**src/rtl/wishbone_subordinate_regs.sv**
```systemverilog
// Wishbone classic-cycle subordinate exposing NUM_REGS 32-bit registers.
// Single read/write cycles only; byte-lane writes; WAIT_CYCLES wait states
// between request capture and ACK. Addresses outside the register window
// are never acknowledged.
//
// Handshake: a request is presented when CYC_I & STB_I are both high and is
// held by the manager until ACK_O. ACK_O is high for exactly one cycle per
// accepted transfer. Dropping CYC_I or STB_I before ACK abandons the transfer
// with no side effects. DAT_O carries read data only while ACK_O is high.
module wishbone_subordinate_regs #(
    parameter logic [31:0] BASE_ADDR   = 32'h3000_0000,
    parameter int          NUM_REGS    = 8,
    parameter int          WAIT_CYCLES = 1
) (
    input  logic                     CLK,
    input  logic                     nRST,
    input  logic [31:0]              ADR_I,
    input  logic [31:0]              DAT_I,
    input  logic [3:0]               SEL_I,
    input  logic                     WE_I,
    input  logic                     STB_I,
    input  logic                     CYC_I,
    output logic [31:0]              DAT_O,
    output logic                     ACK_O,
    output logic [32*NUM_REGS-1:0]   REG_O,
    output logic [NUM_REGS-1:0]      REG_WR_O,
    output logic [1:0]               DBG_STATE
);

    typedef enum logic [1:0] {
        ST_IDLE = 2'd0,
        ST_WAIT = 2'd1,
        ST_ACK  = 2'd2
    } state_t;

    localparam logic [32:0] SPAN = 33'(4 * NUM_REGS);

    state_t      state;
    logic [3:0]  cnt;
    logic [3:0]  req_idx;
    logic        req_we;
    logic [3:0]  req_sel;
    logic [31:0] req_dat;
    logic [31:0] regs [NUM_REGS];

    logic [31:0] offset;
    logic        hit;
    logic [3:0]  idx_in;
    logic [3:0]  c_idx;
    logic        c_we;
    logic [3:0]  c_sel;
    logic [31:0] c_dat;
    logic [31:0] rd_word;
    logic [31:0] merged;
    logic        go_ack;

    // Address decode: offset comparison avoids overflow near the top of memory.
    always_comb begin
        offset = ADR_I - BASE_ADDR;
        hit    = CYC_I & STB_I & (ADR_I >= BASE_ADDR) &
                 ({1'b0, offset} < SPAN) & (ADR_I[1:0] == 2'b00);
        idx_in = offset[5:2];
    end

    // Fields used at ACK entry: live inputs when jumping straight from IDLE
    // (zero wait states), otherwise the copy latched at request capture.
    always_comb begin
        if (state == ST_IDLE) begin
            c_idx = idx_in;
            c_we  = WE_I;
            c_sel = SEL_I;
            c_dat = DAT_I;
        end else begin
            c_idx = req_idx;
            c_we  = req_we;
            c_sel = req_sel;
            c_dat = req_dat;
        end
    end

    // Selected register word and its byte-lane merge with the write data.
    always_comb begin
        rd_word = '0;
        for (int k = 0; k < NUM_REGS; k++) begin
            if (c_idx == 4'(k)) rd_word = regs[k];
        end
        for (int b = 0; b < 4; b++) begin
            merged[8*b +: 8] = c_sel[b] ? c_dat[8*b +: 8] : rd_word[8*b +: 8];
        end
    end

    // Transition into ACK: either a hit with no wait states, or the last wait
    // state with the request still asserted.
    always_comb begin
        go_ack = ((state == ST_IDLE) && hit && (WAIT_CYCLES == 0)) ||
                 ((state == ST_WAIT) && (cnt == 4'd1) && CYC_I && STB_I);
    end

    // FSM, request latch, register bank and registered bus outputs.
    always_ff @(posedge CLK or negedge nRST) begin
        if (!nRST) begin
            state    <= ST_IDLE;
            cnt      <= '0;
            req_idx  <= '0;
            req_we   <= 1'b0;
            req_sel  <= '0;
            req_dat  <= '0;
            ACK_O    <= 1'b0;
            DAT_O    <= '0;
            REG_WR_O <= '0;
            for (int k = 0; k < NUM_REGS; k++) regs[k] <= '0;
        end else begin
            ACK_O    <= 1'b0;
            DAT_O    <= '0;
            REG_WR_O <= '0;
            case (state)
                ST_IDLE: begin
                    if (hit) begin
                        req_idx <= idx_in;
                        req_we  <= WE_I;
                        req_sel <= SEL_I;
                        req_dat <= DAT_I;
                        cnt     <= 4'(WAIT_CYCLES);
                        state   <= (WAIT_CYCLES == 0) ? ST_ACK : ST_WAIT;
                    end
                end
                ST_WAIT: begin
                    if (!(CYC_I && STB_I)) begin
                        state <= ST_IDLE;
                    end else if (cnt == 4'd1) begin
                        state <= ST_ACK;
                    end else begin
                        cnt <= cnt - 4'd1;
                    end
                end
                ST_ACK: begin
                    state <= ST_IDLE;
                end
                default: state <= ST_IDLE;
            endcase

            if (go_ack) begin
                ACK_O <= 1'b1;
                if (c_we) begin
                    for (int k = 0; k < NUM_REGS; k++) begin
                        if (c_idx == 4'(k)) begin
                            regs[k]     <= merged;
                            REG_WR_O[k] <= 1'b1;
                        end
                    end
                end else begin
                    DAT_O <= rd_word;
                end
            end
        end
    end

    // Flattened register view and FSM state for observation.
    always_comb begin
        for (int k = 0; k < NUM_REGS; k++) REG_O[32*k +: 32] = regs[k];
        DBG_STATE = state;
    end

endmodule

```
**config.mk**
```make
export PLATFORM = sky130hd
export DESIGN_NAME = wishbone_subordinate_regs
export DESIGN_NICKNAME = d
export VERILOG_FILES = /design/src/rtl/wishbone_subordinate_regs.sv
export SDC_FILE = /design/constraint.sdc
export NUM_CORES = 1
export LEC_CHECK = 0
export CAP_MARGIN = 20
export CORE_MARGIN = 10
export CORE_UTILIZATION = 30
export DETAILED_ROUTE_END_ITERATION = 6
export GPL_ROUTABILITY_DRIVEN = 0
export GPL_TIMING_DRIVEN = 0
export PLACE_DENSITY = 0.64
export SLEW_MARGIN = 20
export SYNTH_ARGS = -nofsm -noshare
export SYNTH_HDL_FRONTEND = slang
export SYNTH_SLANG_ARGS = --single-unit
```
**constraint.sdc**
```tcl
create_clock -name CLK -period 5.47 [get_ports CLK]
set_input_delay 0.547 -clock CLK [delete_from_list [all_inputs] [get_ports CLK]]
set_output_delay 0.547 -clock CLK [all_outputs]
set_load 0.01 [all_outputs]
```
# ---- Yosys cells after proc, flatten, opt, wreduce, memory -nomap -nowiden
# Index checks and enable logic that the tools add are counted.
dict set report word_totals {
  register_bits 344
  wordCells 94
  inputBits 73
  out_inout_bits 299
}
dict set report op_classes {
  magnitude_cmp 2
  addsub 2
  bitwise 4
  n_eq_ne 13
  n_mux 37
  n_reduce_logical 19
}
# op count
set op_table {}
lappend op_table {{32-bit 2-to-1 mux} 11}
lappend op_table {{8-bit 2-to-1 mux} 6}
lappend op_table {{32-bit by 30-bit greater-or-equal comparator with 1-bit output, second input constant} 1}
lappend op_table {{32-bit by 6-bit less-than comparator with 1-bit output, second input constant} 1}
lappend op_table {{32-bit by 30-bit subtractor with 32-bit output, second input constant} 1}
lappend op_table {{3-bit AND reduction} 8}
lappend op_table {{4-bit 2-to-1 mux} 5}
lappend op_table {{4-bit by 3-bit equality test with 1-bit output, second input constant} 4}
lappend op_table {{1-bit 2-to-1 mux} 10}
lappend op_table {{4-bit by 1-bit equality test with 1-bit output, second input constant} 2}
lappend op_table {{4-bit by 2-bit equality test with 1-bit output, second input constant} 2}
lappend op_table {{4-bit case mux with 2 select lines} 1}
lappend op_table {{2-bit 2-to-1 mux} 3}
lappend op_table {{1-bit bitwise AND} 4}
lappend op_table {{1-bit logical AND} 4}
lappend op_table {{2-bit zero test} 2}
lappend op_table {{4-bit zero test} 1}
lappend op_table {{2-bit inequality test, second input constant} 2}
lappend op_table {{2-bit case mux with 2 select lines} 1}
lappend op_table {{2-bit AND reduction} 2}
lappend op_table {{4-bit AND reduction} 1}
lappend op_table {{4-bit by 1-bit subtractor with 4-bit output, second input constant} 1}
lappend op_table {{3-bit inequality test, second input constant} 1}
lappend op_table {{2-bit by 1-bit equality test with 1-bit output, second input constant} 1}
lappend op_table {{other kinds (2)} 2}

# ---- Logic depth before layout (Yosys ltp)
dict set report depth {
  word_depth 13
  mapped_depth 12
  mapped_depth_nobuf 9
}

# ---- Worst setup path after synthesis
# Ideal clock, no wire load.
dict set report synth_path {
  path_kind {in2reg}
  from {input port ADR_I[5]}
  to {register regs, in the netlist REG_O[104]}
  setup_slack_ns 2.937
  arrival_time_ns 2.408
  path_buffers 1
  path_stages 7
  t_required_ns 5.345
  path_cell_list {or4b_4 o21a_4 buf_6 or3_1 a41oi_2 a21bo_4 mux2_4}
}
dict set report synth_via {
  elab_chain_cells 12
}
# item line
set synth_rtl {}
lappend synth_rtl {{from (decl)} 17} ;# input logic [31:0] ADR_I,
lappend synth_rtl {{32-bit by 30-bit subtractor with 32-bit output *} 59} ;# offset = ADR_I - BASE_ADDR;
lappend synth_rtl {{4-bit 2-to-1 mux *} 68} ;# if (state == ST_IDLE) begin
lappend synth_rtl {{4-bit zero test} 85} ;# if (c_idx == 4'(k)) rd_word = regs[k];
lappend synth_rtl {{32-bit 2-to-1 mux (8 in series)} 85}
lappend synth_rtl {{8-bit 2-to-1 mux} 88} ;# merged[8*b +: 8] = c_sel[b] ? c_dat[8*b +: 8] : rd_word[8*b +: 8];
lappend synth_rtl {{to (signal, indexed assignment)} 147} ;# regs[k] <= merged;
lappend synth_rtl {{to (decl)} 44} ;# logic [31:0] regs [NUM_REGS];
# Mark *: on every way between the ends. The rest lies on a longest branch, timed or not.
# A chain may end at the register's enable or synchronous reset.

# ---- Final worst setup path
dict set report layout_path {
  from {register state[0], in the netlist DBG_STATE[0]}
  to {register regs, in the netlist REG_O[89]}
}
dict set report layout_via {
  elab_chain_cells 12
}
# item line
set layout_rtl {}
lappend layout_rtl {{from (decl)} 38} ;# state_t state;
lappend layout_rtl {{from (signal assigned)} 124} ;# state <= (WAIT_CYCLES == 0) ? ST_ACK : ST_WAIT;
lappend layout_rtl {{2-bit zero test} 68}
lappend layout_rtl {{4-bit 2-to-1 mux} 68}
lappend layout_rtl {{4-bit zero test} 85}
lappend layout_rtl {{32-bit 2-to-1 mux (8 in series)} 85}
lappend layout_rtl {{8-bit 2-to-1 mux} 88}
# Several ways; a longest one is shown, not always the timed one.

==> impl_metrics.env <==
export IMPL_grt_first_pass_wirelength_microns=113000
export IMPL_die_x_microns=254
export IMPL_max_freq_ghz=0.259
export IMPL_synth_fa_ha_area_share_pct=0.153
export IMPL_syn_area_sq_um=16400
export IMPL_syn_num_nets=1691
export IMPL_synth_avg_cell_area_sq_um=10.2
export IMPL_antenna_left=0
export IMPL_worstPathMaxFanout=10
export IMPL_worstSetupStartpointType="flip-flop"
export IMPL_ctsHtreeMaxLevel=2
export IMPL_cts_inserted_buffers=39
export IMPL_synthArstFlopShare_pct=100
export IMPL_met3WireLength_microns=9880
export IMPL_hold_ws_ns=0.436
export IMPL_post_cts_resized=0
export IMPL_fill_cells=5201
export IMPL_yosys_area_share_simple_pct=15.0
export IMPL_io_pins=372
export IMPL_leakage_uw=0.00965
export IMPL_drt_iter0_markers=2217
export IMPL_critPathCaptureType="flip-flop"
export IMPL_synth_area_leaders="dfrtp_1 (52%), a21oi_1 (7.4%), nor2_1 (5.3%)"
export IMPL_cts_clk_slew_worst_paths_ns=0.06
export IMPL_wl_met1_microns=31000
export IMPL_core_sq_um=54000
export IMPL_layout_nets=2108
export IMPL_grt_total_usage_pct=24.2
export IMPL_drcViolationCount=0
export IMPL_arrival_ns=4.27
export IMPL_place_ws_ns=1.31
export IMPL_yosys_area_top_type_share_pct=52.5
export IMPL_drv_slew=0
export IMPL_drt_wl_total_microns=80500
export IMPL_finalSetupViolCount=0
export IMPL_finalClockSkew_ns=0.0143
export IMPL_rsz0062_at_grt="false"
export IMPL_ir_drop_mv=0.193
export IMPL_drt_pass1_iter_count=6
export IMPL_grt_max_degree=99
export IMPL_cp_startpoint="DBG_STATE[0]"
export IMPL_antenna_found_initial=0
export IMPL_clockBufferDepth=3
export IMPL_synthXorXnorAreaFrac_pct=0.107
export IMPL_tightest_slew_ns=1.13
export IMPL_cts_root_buf="clkbuf_16"
export IMPL_port_buffers=371
export IMPL_synthMuxAreaShare_pct=9.84
export IMPL_grt_overflow=0
export IMPL_synth_most_common_cell="dfrtp_1"
export IMPL_min_period_over_period_pct=70.5
export IMPL_wl_per_cell_microns=29.2
export IMPL_pwr_density_cell_nw_per_um2=252
export IMPL_cap_violations=0
export IMPL_vias=15800
export IMPL_synth_edf_count=0
export IMPL_rows=85
export IMPL_die_y_microns=254
export IMPL_dieArea_sq_um=64400
export IMPL_syn_to_final_growth_pct=36.4
export IMPL_worst_slack_ns=1.61
export IMPL_cts_tree="yes"
export IMPL_r2r_start="DBG_STATE[0]"
export IMPL_synth_flop_cell="dfrtp_1"
export IMPL_ys_types=72
export IMPL_synth_top_area_cell="dfrtp_1"
export IMPL_synth_compound_area_share_pct=18.5
export IMPL_drive_gt1_share_pct=14.2
export IMPL_required_ns=5.88
export IMPL_clock_sinks=344
export IMPL_netlist_top_cells_count="dfrtp_1 (344), a21oi_1 (242), nor2_1 (233)"
export IMPL_start_util_pct=30.4
export IMPL_criticalPathCategory="flip-flop to flip-flop"
export IMPL_yosysSeqAreaShare_pct=52.5
export IMPL_worstHoldPathType="input pin to asynchronous set/reset pin"
export IMPL_synth_top_family_by_area="compound AO/OA/AOI/OAI gates"
export IMPL_met2_length_microns=36200
export IMPL_ys_warn_count=0
export IMPL_ys_seq_elements=344
export IMPL_period_minus_slack_ns=3.86
export IMPL_status="finished clean"
export IMPL_insertion_delay_ns=0.57
export IMPL_top_layer="met4"
export IMPL_max_slew_margin_pct=24.3
export IMPL_hold_viol=0
export IMPL_syn_inst=1616
export IMPL_grt_pass1_vias=15600
export IMPL_antenna_cells=0
export IMPL_viasPerCell=5.74
export IMPL_hpwl_microns=61300
registers in the layout, summed over array words and instances, names as in the netlist:
signal     cells
REG_WR_O       8
cnt            4
DBG_STATE      2
DAT_O         32
req_we         1
REG_O        256
req_idx        4
ACK_O          1
req_dat       32
req_sel        4
through the flow:
step	util [%]	total power (uW)	TNS [ns]	std cells	area, sq um
after global placement	38.9	3010	-3901.32	2683	21000
after floorplan	-	2790	0	1616	16400
after global routing	41.4	5800	0	2757	22400
after detailed placement	39.1	3030	0	2687	21100
final	41.4	5650	0	2757	22400
after CTS	41.4	5660	0	2757	22400
what timing repair did:
| item | CTS | global route |
|---|---|---|
| endpoints found under the hold margin | 33 | 0 |
| hold buffers | 1 | 0 |
| setup buffers | 0 | 0 |
placed cells by master (no fill, tap or decap), types with 28 or more instances in the layout:
| master | count |
|---|---|
| mux2_4 | 32 |
| nor3_1 | 70 |
| dfrtp_1 | 344 |
| buf_2 | 57 |
| mux2_2 | 66 |
| clkdlybuf4s50_1 | 370 |
| mux2i_1 | 39 |
| clkbuf_16 | 41 |
| clkbuf_1 | 55 |
| nand2_1 | 123 |
| nand3_1 | 28 |
| a21oi_1 | 242 |
| a22oi_1 | 30 |
| nor2_1 | 233 |
layer usage:
metal,up-vias,GRT usage (%)
met1,7908,29.6
met4,0,9.25
met2,1060,37.7
met3,171,9.49
met5,-,0
li1,6678,-
power by group:
part / internal [uW] / switching, uW
clock: 1540 / 1110
sequential: 2540 / 0.00000695
combinational: 138 / 309
total: 4230 / 1420
logic make-up after synthesis:
group	after synthesis
xor+xnor	2
buf+inv	137
mux	137
simple gates	543
compound gates	451
flops	344
fa+ha+maj	2
final timing paths:
check	slack, ns	cells past startpoint	to
worst max-delay path	1.61	8	REG_O[89]
worst min-delay path	0.44	2	REG_O[24]
worst max register to register	1.61	8	REG_O[89]
worst min register to register	0.51	1	req_dat[3]
max in group asynchronous	3.17	6	REG_O[84]
min in group CLK	0.51	1	req_dat[3]
critical path, stage by stage (launching register included):
cell and delay [ns]:
dfrtp_1 0.52, buf_6 0.22, nor3b_4 0.36, nor2_2 0.23, nand2_1 0.42, clkbuf_1 0.63, o221ai_1 0.42, a211oi_2 0.73
a21oi_1 0.16
area by class of cell:
type / instances / area (sq um) / area share [%]
timing repair buffer: 376 / 3840 / 17.2
buffer: 126 / 613 / 2.74
sequential: 344 / 8610 / 38.5
multi-input combinational: 1135 / 7140 / 31.9
clock inverter: 14 / 120 / 0.537
clock buffer: 55 / 1140 / 5.09
tap: 696 / 871 / 3.89
inverter: 11 / 41.3 / 0.185
(Power assumes the default switching activity.)
